`config.mk`:
```
export PLATFORM = sky130hd
export DESIGN_NAME = wb_stage
export DESIGN_NICKNAME = d
export VERILOG_FILES = /design/src/rtl/wb_stage.sv
export SDC_FILE = /design/constraint.sdc
export NUM_CORES = 2
export LEC_CHECK = 0
export CAP_MARGIN = 30
export CORE_MARGIN = 2
export CORE_UTILIZATION = 45
export DETAILED_ROUTE_END_ITERATION = 10
export GPL_TIMING_DRIVEN = 0
export PLACE_DENSITY_LB_ADDON = 0.05
export SLEW_MARGIN = 40
export SYNTH_ARGS = -nofsm -noshare
export SYNTH_HDL_FRONTEND = slang
export SYNTH_SLANG_ARGS = --single-unit
```
`constraint.sdc`:
```
create_clock -name clk -period 6.9 [get_ports clk]
set_input_delay 0.69 -clock clk [delete_from_list [all_inputs] [get_ports clk]]
set_output_delay 0.69 -clock clk [all_outputs]
set_load 0.02 [all_outputs]
```
`src/rtl/wb_stage.sv`:
```
// wb_stage: write-back source select, load extension and 32x32 bypassing register file.
// Define WB_TRACE_EN to print one trace line per committed register write.
module wb_stage (
    input  logic        clk,
    input  logic        reset,
    input  logic [31:0] PC4_W,
    input  logic [31:0] IR_W,
    input  logic [31:0] ALUOut_W,
    input  logic [31:0] imm_W,
    input  logic [31:0] DR_W,
    input  logic [4:0]  WA_W,
    input  logic [31:0] HI_W,
    input  logic [31:0] LO_W,
    input  logic        RegWrite_W,
    input  logic [2:0]  MemtoReg_W,
    input  logic [4:0]  RA1,
    input  logic [4:0]  RA2,
    output logic [31:0] RD1,
    output logic [31:0] RD2,
    output logic [31:0] WD_W
);
    logic [31:0] r_rf [32];
    logic [31:0] w_sh;
    logic [31:0] w_ld;
    logic [15:0] w_h;
    logic [5:0]  w_op;
    logic        w_we;
    logic        w_unused;

    assign w_op     = IR_W[31:26];
    assign w_sh     = DR_W >> {ALUOut_W[1:0], 3'b000};
    assign w_h      = ALUOut_W[1] ? DR_W[31:16] : DR_W[15:0];
    assign w_we     = RegWrite_W && (WA_W != 5'd0);
    assign w_unused = ^IR_W[25:0];

    always_comb begin
        w_ld = (w_op == 6'b100000) ? {{24{w_sh[7]}}, w_sh[7:0]} :
               (w_op == 6'b100100) ? {24'd0, w_sh[7:0]} :
               (w_op == 6'b100001) ? {{16{w_h[15]}}, w_h} :
               (w_op == 6'b100101) ? {16'd0, w_h} : DR_W;
    end

    always_comb begin
        WD_W = (MemtoReg_W == 3'd1) ? w_ld :
               (MemtoReg_W == 3'd2) ? PC4_W + 32'd4 :
               (MemtoReg_W == 3'd3) ? HI_W :
               (MemtoReg_W == 3'd4) ? LO_W :
               (MemtoReg_W == 3'd5) ? imm_W : ALUOut_W;
    end

    always_ff @(posedge clk or negedge reset) begin
        if (!reset) begin
            for (int i = 0; i < 32; i++) r_rf[i] <= '0;
        end else if (w_we) begin
            r_rf[WA_W] <= WD_W;
        end
    end

    // Bypass keeps the decode stage coherent with the write landing this cycle.
    always_comb begin
        RD1 = (RA1 == 5'd0) ? 32'd0 : (w_we && RA1 == WA_W) ? WD_W : r_rf[RA1];
        RD2 = (RA2 == 5'd0) ? 32'd0 : (w_we && RA2 == WA_W) ? WD_W : r_rf[RA2];
    end

`ifdef WB_TRACE_EN
    always_ff @(posedge clk) begin
        if (reset && w_we) $display("@%h: $%0d <= %h", PC4_W - 32'd4, WA_W, WD_W);
    end
`else
`endif
endmodule

```
After elaboration in Yosys (flattened, before gate mapping)
Cells that the tools add are included.
{ "classes": {"shifts": 1, "reduce_logical": 7, "order_cmp": 4, "bitwise": 3, "muxes": 23, "addsub": 1, "n_eq_ne": 11} }
{ "ops": {"columns": ["cell", "n"], "rows": [
  ["bitwise mux 1024 bit", 1],
  ["2-to-1 mux 32 bit", 18],
  ["binary-select mux 32 bit (select 5 bit)", 2],
  ["demux 32 bit (select 5 bit)", 1],
  ["adder 32 x 3 -> 32 bit (second input constant)", 1],
  ["right shift 32 x 5 -> 8 bit", 1],
  ["== test 6 bit (second input constant)", 4],
  [">= comparator 6 bit (second input constant)", 3],
  ["inverter 5 -> 6 bit", 3],
  ["2-to-1 mux 16 bit", 1],
  ["== test 5 bit", 2],
  ["logical NOT 5 bit", 2],
  ["== test 3 x 2 -> 1 bit (second input constant)", 2],
  ["== test 3 bit (second input constant)", 2],
  ["less-than comparator 6 x 1 -> 1 bit (second input constant)", 1],
  ["nonzero test 5 bit", 1],
  ["logical AND 1 bit", 4],
  ["== test 3 x 1 -> 1 bit (second input constant)", 1]
]} }
{ "word_totals": {"input_bits": 245, "wordCells": 82, "register_bits": 1024} }

Logic depth before layout (Yosys ltp)
{ "logic_depth": {"word_depth": 8, "depth_mapped": 11, "mapped_depth_nobuf": 7} }

Least setup slack after synthesis
Ideal clock, no wire load.
{ "synth_timing": {"path_type": "input to output", "start": "input port IR_W[30]", "end": "output port RD1[31]", "n_path_buf": 1, "path_slack_ns": 3.419, "arrival_time_ns": 2.791, "path_stages": 6, "cell_sequence": "or4b_1 buf_2 a211oi_4 a31oi_2 a221o_1 a211oi_1"} }
{ "synth_via": {"elab_chain_cells": 8, "elab_cells_between_ends": 11, "classes_between": "eq/ne (4); mux (7)"} }
{ "synth_rtl": {"columns": ["element", "line", "rtl"], "rows": [
  ["start, declared", "7", "input logic [31:0] IR_W,"],
  ["== test 6 bit", "40", "(w_op == 6'b100101) ? {16'd0, w_h} : DR_W;"],
  ["2-to-1 mux 32 bit", "40", null],
  ["2-to-1 mux 32 bit", "39", "(w_op == 6'b100001) ? {{16{w_h[15]}}, w_h} :"],
  ["2-to-1 mux 32 bit", "38", "(w_op == 6'b100100) ? {24'd0, w_sh[7:0]} :"],
  ["2-to-1 mux 32 bit (*)", "37", "w_ld = (w_op == 6'b100000) ? {{24{w_sh[7]}}, w_sh[7:0]} :"],
  ["2-to-1 mux 32 bit (*)", "44", "WD_W = (MemtoReg_W == 3'd1) ? w_ld :"],
  ["2-to-1 mux 32 bit (*) (2 in series)", "61", "RD1 = (RA1 == 5'd0) ? 32'd0 : (w_we && RA1 == WA_W) ? WD_W : r_rf[RA1];"],
  ["end, declared", "18", "output logic [31:0] RD1,"]
]} }
Every way passes the cells marked *; elsewhere a longest branch is shown, timed or not.

Worst setup path in the final report
{ "layout_timing": {"start": "input port RA2[2]", "end": "output port RD2[12]"} }
{ "layout_via": {"elab_chain_cells": 6, "elab_cells_between_ends": 9, "classes_between": "eq/ne (1); mux (5); bitwise (1); reduce/logical (2)"} }
{ "layout_rtl": {"columns": ["element", "line", "rtl"], "rows": [
  ["start, declared", "17", "input logic [4:0] RA2,"],
  ["inverter 5 -> 6 bit (not written as such)", "62", "RD2 = (RA2 == 5'd0) ? 32'd0 : (w_we && RA2 == WA_W) ? WD_W : r_rf[RA2];"],
  ["binary-select mux 32 bit (select 5 bit)", "62", null],
  ["2-to-1 mux 32 bit (not written as such) (2 in series)", "62", null],
  ["2-to-1 mux 32 bit", "62", null],
  ["2-to-1 mux 32 bit (*)", "62", null],
  ["end, declared", "19", "output logic [31:0] RD2,"]
]} }
Every way passes the cells marked *; elsewhere a longest branch is shown, timed or not. The select of a mux whose other input is x is not followed.

==> results.yml <==
global_routing:
  grt_pass1_wl_um: 368000
  gr-total-overflow: 0
  grt_pass1_vias: 47200
  antenna_found_initial: 8
  grt_usage_pct: 41.4
  grt_max_degree: 105
route:
  met1Wirelength_um: 99200
  wl_met2_um: 110000
  drtIter0Drc: 6470
  wl_per_cell_um: 36.0
  first_pass_iters: 6
  drcViolationCount: 0
  drt_wl_total_um: 265000
  wl_met3_um: 37700
  route.vias.total: 49000
  antenna_left: 0
  top_layer: "met5"
  vias_per_cell: 6.65
clocking:
  cts_root_buf: "clkbuf_16"
  clkTransAtPathRegs_ns: 0.06
  post_cts_buffers: 0
  clock_path_buffers: 3
  cts_max_level: 3
  cts_tree: "done"
  insertion_delay_ns: 0.71
  numCtsBuffers: 112
  clock_sinks: 1024
timing:
  hold_viol: 0
  rsz0062_at_grt: "no"
  period_share_pct: 89.4
  setup_tns_ns: 0
  setup_viol: 0
  max_freq_mhz: 162
  report.final.slew_viol_count: 0
  fin_crit_ns: 6.17
  clock_skew_ns: 0
  slew_headroom_pct: 32.4
  worst_pin_slew_ns: 1.01
setup_path:
  path_cells: "clkdlybuf4s50_1 > buf_2 > buf_2 > buf_2 > buf_2 > mux2i_1 > o211ai_1 > a21oi_1 > a211oi_2 > clkdlybuf4s50_1"
  critPathSlowestCell: "clkdlybuf4s50_1"
  end_kind: "primary output"
  worstSetupPathType: "primary input to primary output"
  rr_endpoint: "r_rf[555]"
  arrival_ns: 5.48
  regToRegStartpoint: "r_rf[555]"
  ff2ff_setup_slack_ns: 6.10
  cp_max_fo: 10
  crit_required_ns: 6.21
  start_kind: "primary input"
  timing.critical_path.mode_cell: "buf_2"
  crit_path_max_incr_delay_ns: 0.72
  reg2reg_depth: 1
hold_path:
  hp-class: "primary input to asynchronous set/reset pin"
die:
  core_area_sq_um: 124000
  die_height_um: 358
  rows: 129
  die_x_um: 358
  io_pins: 341
  start_util_pct: 45.5
  die_area_sq_um: 128000
power:
  p_leak_nw: 28.3
  peakVddDrop_uv: 205
  p_per_area_nw_per_um2: 295
job:
  cap_violations: 0
logic_synthesis:
  synthArstFlopShare_pct: 100
  syn-cell-area_sq_um: 56300
  synth_edf_count: 0
  syn_nets: 5431
  synthFlopType: "dfrtp_1"
  avgSynthCellArea_sq_um: 10.9
  yosysSeqAreaShare_pct: 45.5
  synth_seq_cells: 1024
  synthDistinctLibCells: 75
  ys_warn_count: 0
  synthCells: 5184
finish:
  syn_to_final_growth_pct: 17.5
  design_area_sq_um: 66200
  largest_reg_flops: 1024
  drive_above_1_share_pct: 18.8
  largest-register: "r_rf"
  nets: 5880
  top_regs: "r_rf (1024)"
placed_design:
  numPortBuffers: 300
  place_area_sq_um: 62400
  hpwl_um: 201000
  gp_congestion: 1.00
outcome:
  run_status: "complete, no violations"
layout by cell type, fill, tap and decap left out, drive strengths merged, types with 16 or more instances in the layout:
cell,netlist,final
a211oi,78,78
buf,149,184
a221oi,16,16
nor2,62,62
nor2b,25,25
a21oi,89,89
clkbuf,411,584
o22ai,58,58
inv,53,54
nand4,22,22
dfrtp,1024,1024
mux4,524,524
mux2i,230,230
a22oi,55,55
o211ai,24,24
mux2,40,40
nand2,1080,1080
clkdlybuf4s50,0,299
nand3,64,64
o21ai,1010,1010
clkinv,0,22
nor3,16,16
worst max path at each step:
stage	from	to	slack [ns]
finish	RA2[2]	RD2[12]	0.73
global route	RA2[2]	RD2[12]	0.78
CTS	RA2[2]	RD2[12]	0.84
detailed placement	RA2[2]	RD2[12]	0.84
global placement	reset	r_rf[25]	-42.91
floorplan	IR_W[30]	RD1[31]	3.42
metal layers:
metal | global-route usage, % | up-vias
li1 | - | 19900
met1 | 54.1 | 25000
met2 | 57.9 | 3345
met3 | 17.2 | 673
met4 | 24.0 | 8
met5 | 0 | -
synthesized netlist by cell type, types with 55 or more instances:
cell type | instances | area, sq um
nand2_1 | 1080 | 4050
clkbuf_1 | 406 | 1520
a21oi_1 | 86 | 430
o22ai_1 | 57 | 357
nor2_1 | 62 | 233
nand3_1 | 63 | 315
mux2i_1 | 230 | 2300
a22oi_1 | 55 | 413
a211oi_1 | 76 | 571
mux4_2 | 524 | 11800
o21ai_1 | 74 | 370
buf_2 | 105 | 526
dfrtp_1 | 1024 | 25600
o21ai_0 | 906 | 4530
where the power goes:
part	switching [mW]	total (mW)	leakage [nW]	internal (mW)
clock network	2.66	6.32	1.88	3.66
registers	1.01	8.22	13.4	7.21
logic	2.77	5.00	13.0	2.23
total	6.45	19.5	28.3	13.1
through the flow:
step | util (%) | hold slack (ns) | setup WS (ns) | total power [mW] | std cells
after global routing | 53.4 | 0.492 | 0.777 | 20.2 | 7361
after detailed placement | 50.3 | 0.467 | 0.844 | 13.1 | 7155
after CTS | 53.4 | 0.480 | 0.836 | 19.3 | 7361
after floorplan | - | 0.394 | 3.42 | 10.9 | 5184
final | 53.4 | 0.481 | 0.733 | 19.5 | 7365
after global placement | 49.5 | 0.454 | -42.91 | 12.9 | 7121
worst max-delay path: cells and delay by family:
kind / cells / cell delay, ns
buffers and inverters: 6 / 3.50
AO/OA/AOI/OAI: 3 / 0.90
multiplexers: 1 / 0.34
timing repair:
item                      4_1_cts  5_1_grt
resized for setup               0        0
hold buffers                    1        0
hold endpoints to repair       71        0
cells by family after synthesis:
logic type               share of synthesized area, %
multiplexers                                     25.8
XOR/XNOR                                        0.357
AO/OA/AOI/OAI                                    14.1
AND/OR/NAND/NOR                                  9.76
buffers and inverters                            4.44
adder cells (fa/ha/maj)                        0.0444
flip-flops                                       45.5
final cells by class:
| class | count | area [sq um] |
|---|---|---|
| flip-flops and latches | 1024 | 25600 |
| repair buffers | 335 | 3750 |
| inverters | 53 | 199 |
| clock inverters | 32 | 367 |
| plain buffers | 560 | 2420 |
| diodes | 4 | 10.0 |
| multi-input cells | 3547 | 28400 |
| fillers | 11200 | 57700 |
| clock buffers | 173 | 3430 |
| well taps | 1637 | 2050 |
(Power assumes the default switching activity.)
==> patch (same flow settings) <==
Register the output `RD1`, without a reset; this adds one clock of latency there. The other outputs are not delayed to match.
--- a/src/rtl/wb_stage.sv
+++ b/src/rtl/wb_stage.sv
@@ -21,2 +21,4 @@
 );
+
+    logic [31:0] RD1_d;
     logic [31:0] r_rf [32];
@@ -60,3 +62,3 @@
     always_comb begin
-        RD1 = (RA1 == 5'd0) ? 32'd0 : (w_we && RA1 == WA_W) ? WD_W : r_rf[RA1];
+        RD1_d = (RA1 == 5'd0) ? 32'd0 : (w_we && RA1 == WA_W) ? WD_W : r_rf[RA1];
         RD2 = (RA2 == 5'd0) ? 32'd0 : (w_we && RA2 == WA_W) ? WD_W : r_rf[RA2];
@@ -70,2 +72,6 @@
 `endif
+    always_ff @(posedge clk) begin
+        RD1 <= RD1_d;
+    end
+
 endmodule
Function: not settled (the Yosys comparison gave no result); the edit may change what the design does.
==> patch against the original RTL <==
Cell area increased by 1.4%; worst setup slack worse by 0.61 ns; sequential cell count grew 32; first-iteration DRC count rose by 7.6%; critical path type unchanged; routed wire length increased by 6.2%; power grew 2.8%; register-to-register slack worse by 1.8 ns; highest routed layer unchanged; global-route usage is 2.5 points higher; area after synthesis about the same; maximum frequency decreased by 9.0%.
==> patch: results (changes against the original RTL) <==
Placed design
  – Dpl hpwl: 212000 µm (was 201400 µm)
  – Placed cell areas: 63030 µm² (was 62360 µm²)
  – Routability cong.: 1.004 (was 1.003)

Final layout
  – Syn-to-layout area delta: 19.16% (was 17.51%)
  – Nets@finish: 6024 (was 5880)
  – Share of cells above drive strength 1: 17.50% (was 18.78%)
  – Regs by FF count: r_rf (1024), RD1 (32) (was r_rf (1024))

Critical path
  – Worst path arrival time: 6.09 ns (was 5.48 ns)
  – CP peak stage delay: 0.85 ns (was 0.72 ns)
  – CP max-delay cell: a211oi_1 (was clkdlybuf4s50_1)

Timing
  – Slew HR: 29.07% (was 32.39%)
  – Final Hold Fails: 0 (unchanged)
  – Max Clock Skew: 0.01823 ns (was 0 ns)

Global routing
  – First-pass GRT wire length: 386200 µm (was 367700 µm)
  – Largest net degree at the start of global routing: 111 (was 105)
  – Vias in the first global route: 47.91k (was 47.23k)
  – Tot GR Track Use: 43.96% (was 41.43%)
  – Antenna violations before repair: 11 (was 8)

Yosys
  – Async SR Flop Fraction: 96.97% (was 100.0%)
  – Most frequent cells after synthesis: nand2_1 (1130), o21ai_0 (1031), dfrtp_1 (1024) (was nand2_1 (1080), dfrtp_1 (1024), o21ai_0 (906))
  – Syn nets: 5542 (was 5431)
  – Largest cells by area after synthesis: dfrtp_1 (45%), mux4_2 (19%), o21ai_0 (9.2%), nand2_1 (7.5%), mux2i_1 (3.3%) (was dfrtp_1 (45%), mux4_2 (21%), o21ai_0 (8.0%), nand2_1 (7.2%), mux2i_1 (4.1%))
  – Ys Warns: 0 (unchanged)
  – Distinct cells, synth: 61 (was 75)

Drt
  – Metal-1 WL: 103300 µm (was 99210 µm)
  – DRT iter0 DRCs: 6964 (was 6470)
  – Vias per cell: 6.657 (was 6.646)
  – Met3 Wirelength: 37030 µm (was 37720 µm)

Power and ir drop
  – Leakage: 28.55 nW (was 28.28 nW)
  – Max rail drop VDD: 196.1 µV (was 204.7 µV)

Outcome
  – Status: finished clean (unchanged)

Clock tree
  – CTS Buf Count: 116 (was 112)

Min path
  – Worst Hold Class: reg -> reg (was in -> async)
==> patch: power by group <==
| group | internal [mW] | switching [mW] | total, mW | leakage, nW |
|---|---|---|---|---|
| combinational | 2.16 | 2.81 | 4.97 | 13.0 |
| sequential | 7.42 | 0.999 | 8.42 | 13.6 |
| clock | 3.89 | 2.81 | 6.71 | 1.95 |
==> patch: final cells by class <==
class / count / area, µm²
Tap cell: 1637 / 2048
Timing Repair Buffer: 364 / 4368
Antenna cell: 7 / 17.52
Inverter: 46 / 172.7
Clock buffer: 170 / 3450
Fill cell: 11280 / 56800
Buffer: 565 / 2384
Sequential cell: 1056 / 26270
Multi-Input combinational cell: 3628 / 27890
Clock inverter: 44 / 566.8
==> patch: worst paths after layout <==
path | from | endpoint | slack [ns] | depth (start not counted)
setup / recovery | RA2[1] | RD2[16] | 0.12 | 10
hold / removal | r_rf[1015] | r_rf[1015] | 0.48 | 1
setup reg to reg | r_rf[12] | RD1[12] | 4.30 | 4
hold reg to reg | r_rf[1015] | r_rf[1015] | 0.48 | 1
max in group asynchronous | reset | r_rf[860] | 4.18 | 6
min in group asynchronous | reset | r_rf[970] | 0.53 | 2
==> patch: worst reg2reg max path, cell delays in order (launching register included) <==
cell and delay (ns):
dfrtp_1 0.42, mux4_2 0.47, mux2_2 0.34, a221oi_1 0.85
o32ai_1 0.33
==> patch: metal layers <==
layer | GRT usage, % | up-vias
li1 | - | 20290
met4 | 28.69 | 10
met1 | 55.53 | 25630
met2 | 62.69 | 3349
met5 | 0 | -
met3 | 17.43 | 766
==> patch: cell families (layout without fill, tap and decap cells) <==
logic type,after synthesis,after routing,share of synthesized area (%)
xor gates and xnor gates,31,31,0.4817
buffers and inverters,611,1189,4.274
other,0,7,0
and+or+nand+nor,1374,1374,9.839
adders and majority gates,2,2,0.04439
DFF,1056,1056,46.60
AOI/OAI and AO/OA,1482,1482,14.74
muxes,739,739,24.02
==> patch: metrics by stage <==
| step | total power [mW] | utilization [%] | instances | worst slack [ns] | hold slack, ns |
|---|---|---|---|---|---|
| 2_1_floorplan | 10.97 | - | 5295 | 3.131 | 0.3944 |
| 3_3_place_gp | 13.03 | 49.55 | 7233 | -43.34 | 0.4559 |
| 3_5_place_dp | 13.23 | 50.85 | 7292 | 0.4061 | 0.4633 |
| 4_1_cts | 19.83 | 54.10 | 7507 | 0.3909 | 0.4811 |
| 5_1_grt | 20.72 | 54.17 | 7510 | 0.2110 | 0.4969 |
| 6_report | 20.10 | 54.18 | 7517 | 0.1249 | 0.4786 |
